$ cat src/rtl/reg_wb_arbiter.sv
// reg_wb_arbiter: write-back arbiter for the integer register file write port.
// Two producers (port 0 = execute, port 1 = load/memory) compete through
// valid/ready handshakes. The winner is registered and presented to the
// register file one cycle after acceptance. A saturating counter records the
// number of cycles in which both producers were requesting.
// Optional feature macro: WB_RR_EN selects round-robin arbitration. When it is
// undefined, port 1 always wins a conflict.
module reg_wb_arbiter #(
  parameter int ADDR_W = 5,
  parameter int DATA_W = 32,
  parameter int CNT_W  = 16
) (
  input  logic              clk,
  input  logic              rst,
  input  logic              rdy,
  input  logic              req0_valid,
  input  logic [ADDR_W-1:0] req0_addr,
  input  logic [DATA_W-1:0] req0_data,
  output logic              req0_ready,
  input  logic              req1_valid,
  input  logic [ADDR_W-1:0] req1_addr,
  input  logic [DATA_W-1:0] req1_data,
  output logic              req1_ready,
  output logic              write_enable,
  output logic [ADDR_W-1:0] write_addr,
  output logic [DATA_W-1:0] write_data,
  output logic [CNT_W-1:0]  conflict_cnt
);

  localparam logic [CNT_W-1:0] CNT_ONE = {{(CNT_W-1){1'b0}}, 1'b1};
  localparam logic [CNT_W-1:0] CNT_MAX = {CNT_W{1'b1}};

  logic              grant0;
  logic              grant1;
  logic              both_valid;
  logic              acc0;
  logic              acc1;

  logic              we_q,   we_d;
  logic [ADDR_W-1:0] addr_q, addr_d;
  logic [DATA_W-1:0] data_q, data_d;
  logic [CNT_W-1:0]  cnt_q,  cnt_d;

  assign both_valid = req0_valid & req1_valid;

`ifdef WB_RR_EN
  // Index of the port granted in the most recent conflict; 1 after reset so
  // that port 0 wins the first conflict.
  logic last_q, last_d;

  // Grant selection: a lone request wins; on a conflict the port that did
  // not win last time is chosen.
  always_comb begin
    grant0 = 1'b0;
    grant1 = 1'b0;
    if (both_valid) begin
      if (last_q) begin
        grant0 = 1'b1;
      end else begin
        grant1 = 1'b1;
      end
    end else begin
      grant0 = req0_valid;
      grant1 = req1_valid;
    end
  end

  // Priority state advances only on conflict cycles while the pipeline runs.
  always_comb begin
    last_d = last_q;
    if (rdy && both_valid) begin
      last_d = grant1;
    end
  end

  // Priority state register.
  always_ff @(posedge clk) begin
    if (rst) begin
      last_q <= 1'b1;
    end else begin
      last_q <= last_d;
    end
  end
`else
  // Grant selection: a lone request wins; the load port wins every conflict.
  always_comb begin
    grant0 = 1'b0;
    grant1 = 1'b0;
    if (both_valid) begin
      grant1 = 1'b1;
    end else begin
      grant0 = req0_valid;
      grant1 = req1_valid;
    end
  end
`endif

  assign req0_ready = grant0 & rdy & ~rst;
  assign req1_ready = grant1 & rdy & ~rst;
  assign acc0       = req0_valid & req0_ready;
  assign acc1       = req1_valid & req1_ready;

  // Next-state for the write port and conflict counter; everything holds
  // while rdy is low, including write_enable.
  always_comb begin
    we_d   = we_q;
    addr_d = addr_q;
    data_d = data_q;
    cnt_d  = cnt_q;
    if (rdy) begin
      we_d = 1'b0;
      if (acc0) begin
        addr_d = req0_addr;
        data_d = req0_data;
        we_d   = |req0_addr;  // x0 writes are consumed but never enabled
      end else if (acc1) begin
        addr_d = req1_addr;
        data_d = req1_data;
        we_d   = |req1_addr;
      end
      if (both_valid && (cnt_q != CNT_MAX)) begin
        cnt_d = cnt_q + CNT_ONE;
      end
    end
  end

  // Output and counter registers; reset discards any in-flight write.
  always_ff @(posedge clk) begin
    if (rst) begin
      we_q   <= 1'b0;
      addr_q <= '0;
      data_q <= '0;
      cnt_q  <= '0;
    end else begin
      we_q   <= we_d;
      addr_q <= addr_d;
      data_q <= data_d;
      cnt_q  <= cnt_d;
    end
  end

  assign write_enable = we_q;
  assign write_addr   = addr_q;
  assign write_data   = data_q;
  assign conflict_cnt = cnt_q;

endmodule

$ cat config.mk
export PLATFORM = sky130hd
export DESIGN_NAME = reg_wb_arbiter
export DESIGN_NICKNAME = d
export VERILOG_FILES = /design/src/rtl/reg_wb_arbiter.sv
export SDC_FILE = /design/constraint.sdc
export NUM_CORES = 1
export LEC_CHECK = 0
export BUFFER_PORTS_ARGS = -buffer_cell sky130_fd_sc_hd__clkbuf_2
export CAP_MARGIN = 10
export CORE_AREA = 2 2 81 75
export DETAILED_ROUTE_END_ITERATION = 12
export DIE_AREA = 0 0 83 77
export PLACE_DENSITY = 0.93
export SLEW_MARGIN = 20
export SYNTH_ARGS = -nofsm -noshare
export SYNTH_HDL_FRONTEND = slang
export SYNTH_SLANG_ARGS = --single-unit
$ cat constraint.sdc
create_clock -name clk -period 4.7 [get_ports clk]
set_clock_uncertainty 0.05 [all_clocks]
set_input_delay 0.47 -clock clk [delete_from_list [all_inputs] [get_ports clk]]
set_output_delay 0.47 -clock clk [all_outputs]
set_load 0.01 [all_outputs]
Word level (Yosys, flattened, before mapping)
Index checks and enable logic that the tools add are counted.
{ "word_totals": {"reg_bits": 54, "output_inout_bits": 56} }
{ "op_classes": {"add_sub_neg": 1, "eq_ne": 1, "n_mux": 8, "bitwise": 8, "reduce_logical": 6} }
{ "ops": {"columns": ["operator", "count"], "rows": [
  ["$mux 32", 2],
  ["$add 16x1->16 const B", 1],
  ["$ne 16x16->1 const B", 1],
  ["$mux 5", 2],
  ["$reduce_or 5->1", 2],
  ["$and 1x1->1", 7],
  ["$mux 1", 4],
  ["$reduce_and 2->1", 2],
  ["$reduce_bool 2->1", 1],
  ["$logic_and 1x1->1", 1],
  ["$not 1->1", 1]
]} }

Longest topological paths before layout
{ "depth": {"depth_word": 7, "mapped_depth": 7} }

Worst setup path after synthesis
OpenSTA, ideal clock, no wires.
{ "synth_timing": {"kind": "register to register", "from": "reg cnt_q[0], in the netlist conflict_cnt[0]", "to": "reg cnt_q[10], in the netlist conflict_cnt[10]", "arrival_time_ps": 1625, "required_time_ps": 4527, "path_slack_ps": 2902, "path_stages_with_launch": 7, "synth_period_minus_slack_ps": 1798, "path_cell_list": "dfxtp_1 > ha_1 > nand3_1 > nand2b_4 > buf_6 > nor4_1 > mux2_1"} }
{ "synth_via": {"elab_chain_len": 3} }
{ "synth_lines": {"columns": ["item", "line", "rtl"], "rows": [
  ["start, declared", "42", "logic [CNT_W-1:0] cnt_q, cnt_d;"],
  ["start signal, assigned", "138", "cnt_q <= cnt_d;"],
  ["parallel branches: the longest is 3 deep, another holds $add 16x1->16", null, null]
]} }
Parallel ways; which one is timed is not known.
A chain may end at the register's enable or synchronous reset.

Worst setup path after layout
{ "layout_timing": {"from": "in rst", "to": "out req1_ready"} }
{ "layout_via": {"elab_chain_len": 2} }
{ "layout_lines": {"columns": ["item", "line", "rtl"], "rows": [
  ["start, declared", "14", "input logic rst,"],
  ["$not 1->1", "99", "assign req1_ready = grant1 & rdy & ~rst;"],
  ["$and 1x1->1", "99", null],
  ["end, declared", "23", "output logic req1_ready,"]
]} }
Every way passes these cells.

==> results.toml <==
[floorplanning]
rows = 26
dieArea_sq_um = 6390
chipHeight_microns = 77
die_w_microns = 83
initial_utilization_pct = 46.2
ios = 135
core_area_sq_um = 5560

[cells_and_area]
finalNetCount = 478
syn_to_final_growth_pct = 29.7
drive_gt1_share_pct = 37.6
diodes = 0

[pwr]
peakVddDrop_mv = 0.219
cellPowerDensity_nw_per_um2 = 289
p_leak_nw = 1.69
power_uw = 963

[clock_tree]
cts_buffers = 5
htreeDepth = 2
cts_sinks = 54
ctsHoldBuffers = 0
postCtsSetupBuffers = 0
clkLatencyLatePin_ps = 300
cts_resized = 0
clkTransAtPathRegs_ps = 100
clock_path_buffers = 2
clock-root-buffer = "clkbuf_8"
cts_tree = "yes"

[global_routing]
grt_pass1_vias = 2489
grt_first_pass_wirelength_microns = 10900
grt_use_met1_pct = 23.1
antenna_found_initial = 0
track_usage_pct = 20.3
grt_max_degree = 75
grt_overflow_total = 0
grt_use_met2_pct = 37.3
met3_usage_pct = 4.63
grt-busiest-layer = "met2"

[detailed_routing]
vias = 2543
drc = 0
vias_per_cell = 5.42
drt_pre_antenna_iters = 4
wl_per_cell_microns = 13.9
drt_iter0_drc = 61
ant_nets = 0
drt_wl_total_microns = 6540

[sta]
min_period_ps = 2220
max_freq_mhz = 451
worstMarginPinSlew_ps = 823
drv_slew = 0
rsz0062_at_grt = "false"
fin_crit_sh_pct = 47.2
tns_ps = 0
slew_headroom_pct = 44.7
hold_viol = 0
setup_viol = 0

[yosys]
netlist_instances = 275
synth_xor_area_share_pct = 0
synth_mux_area_share_pct = 14.8
ys_top_cells_by_area = "dfxtp_1 42%, mux2i_1 14%, a211oi_1 11%, nor2_1 6.0%, or4_1 2.9%"
synth-seq-area-share_pct = 42.1
synth_compound_area_share_pct = 19.0
ys.flop_type = "dfxtp_1"
yosys.area.top_type = "dfxtp_1"
yosys.area_share.adder_pct = 0.487
syn_area_per_cell_sq_um = 9.35
syn_area_sq_um = 2570
synth-edff-count = 0
synthTopCellsByCount = "54 x dfxtp_1, 41 x nor2_1, 37 x a211oi_1, 37 x mux2i_1, 14 x a21oi_1"
yosysTopAreaCellShare_pct = 42.1
syn_nets = 355
ys_types = 37
synth_seq_cells = 54
synthSimpleGateAreaFrac_pct = 18.0
synth_top_family_by_area = "compound AO/OA/AOI/OAI gates"
synth.most_common_cell = "dfxtp_1"
yosysWarningCount = 0
postSynth.asyncResetShare_pct = 0

[worst_setup_path]
critical_path_class = "in -> out"
arrival_ps = 1700
critPathLaunch = "rst"
cp-start-kind = "input port"
cp_data_required_time_ps = 4180
cp-end-kind = "output pin"
path_max_fanout = 32
r2r-start = "conflict_cnt[1]$_SDFFE_PP0P_"

[place]
routabilityCongestion = 0.767
hpwl_microns = 5020
portBuffers = 134

[min_path]
min_from = "rdy"
hp-class = "in -> reg"

[outcome]
status = "finished, final reports clean"

[flow_run]
maxCapViolations = 0
-- critical path, cell delays in order --
cell and delay [ps]:
clkbuf_2 410, buf_4 420, and3b_2 270, clkbuf_2 130
-- state kept, by name, indices dropped and copies added, names as in the netlist --
name and count:
write_enable 1, write_data 32, conflict_cnt 16, write_addr 5
-- final timing paths --
path | to | slack [ps] | cells after the start
worst min register to register | write_data[31]$_SDFFE_PP0P_ | 450 | 2
worst max register to register | conflict_cnt[9]$_SDFFE_PP0P_ | 2500 | 6
worst max-delay path | req1_ready | 2480 | 4
worst min-delay path | write_enable$_SDFFE_PP0P_ | 390 | 2
-- routing by layer --
metal	vias up	wire length, microns
met1	1164	2730
li1	1280	-
met3	8	402
met4	0	74
met2	91	3330
met5	-	0
-- final cells by class --
cell class | count | area, sq um
clock buffer | 6 | 72.6
clock inverter | 2 | 37.5
fill | 507 | 2230
inverter | 2 | 7.51
multi-input combinational | 197 | 1350
sequential | 54 | 1080
tap | 70 | 87.6
timing repair buffer | 138 | 701
-- where the power goes --
group	internal [mW]	leakage (nW)	switching (mW)
clock	0.159	0.0514	0.151
sequential	0.484	0.444	0.0146
combinational	0.0731	1.19	0.0818
-- per-stage QoR --
stage / util (%) / cells / worst slack (ps) / hold slack [ps] / area (sq um)
after floorplan: - / 275 / 2900 / 464 / 2570
after global placement: 57.9 / 461 / 2470 / 437 / 3220
after detailed placement: 57.9 / 461 / 2400 / 440 / 3220
after CTS: 59.9 / 469 / 2480 / 386 / 3330
after global routing: 59.9 / 469 / 2340 / 431 / 3330
final: 59.9 / 469 / 2480 / 392 / 3330
-- layout by cell type, fill, tap and decap left out, types with 2 or more instances in the layout --
master / synthesis / layout
and4_1: 2 / 2
o31ai_1: 9 / 9
clkbuf_2: 0 / 134
nor3_1: 2 / 2
o21ai_0: 2 / 2
nor2b_1: 2 / 2
and3_1: 2 / 2
clkbuf_8: 1 / 5
or3_1: 5 / 5
or4_1: 10 / 10
a21oi_1: 14 / 14
dfxtp_1: 54 / 54
nand4_1: 5 / 5
buf_4: 2 / 4
o21ai_1: 4 / 4
nand3b_1: 2 / 2
a211oi_1: 37 / 37
inv_1: 2 / 2
nor2_1: 41 / 41
nand3_1: 6 / 6
nand2_1: 5 / 5
mux2i_1: 37 / 37
-- cells by family after synthesis --
| logic type | after synthesis |
|---|---|
| flops | 54 |
| compound gates | 71 |
| buf+inv | 24 |
| mux | 38 |
| fa+ha+maj | 1 |
| simple gates | 87 |
(Power assumes the default switching activity.)
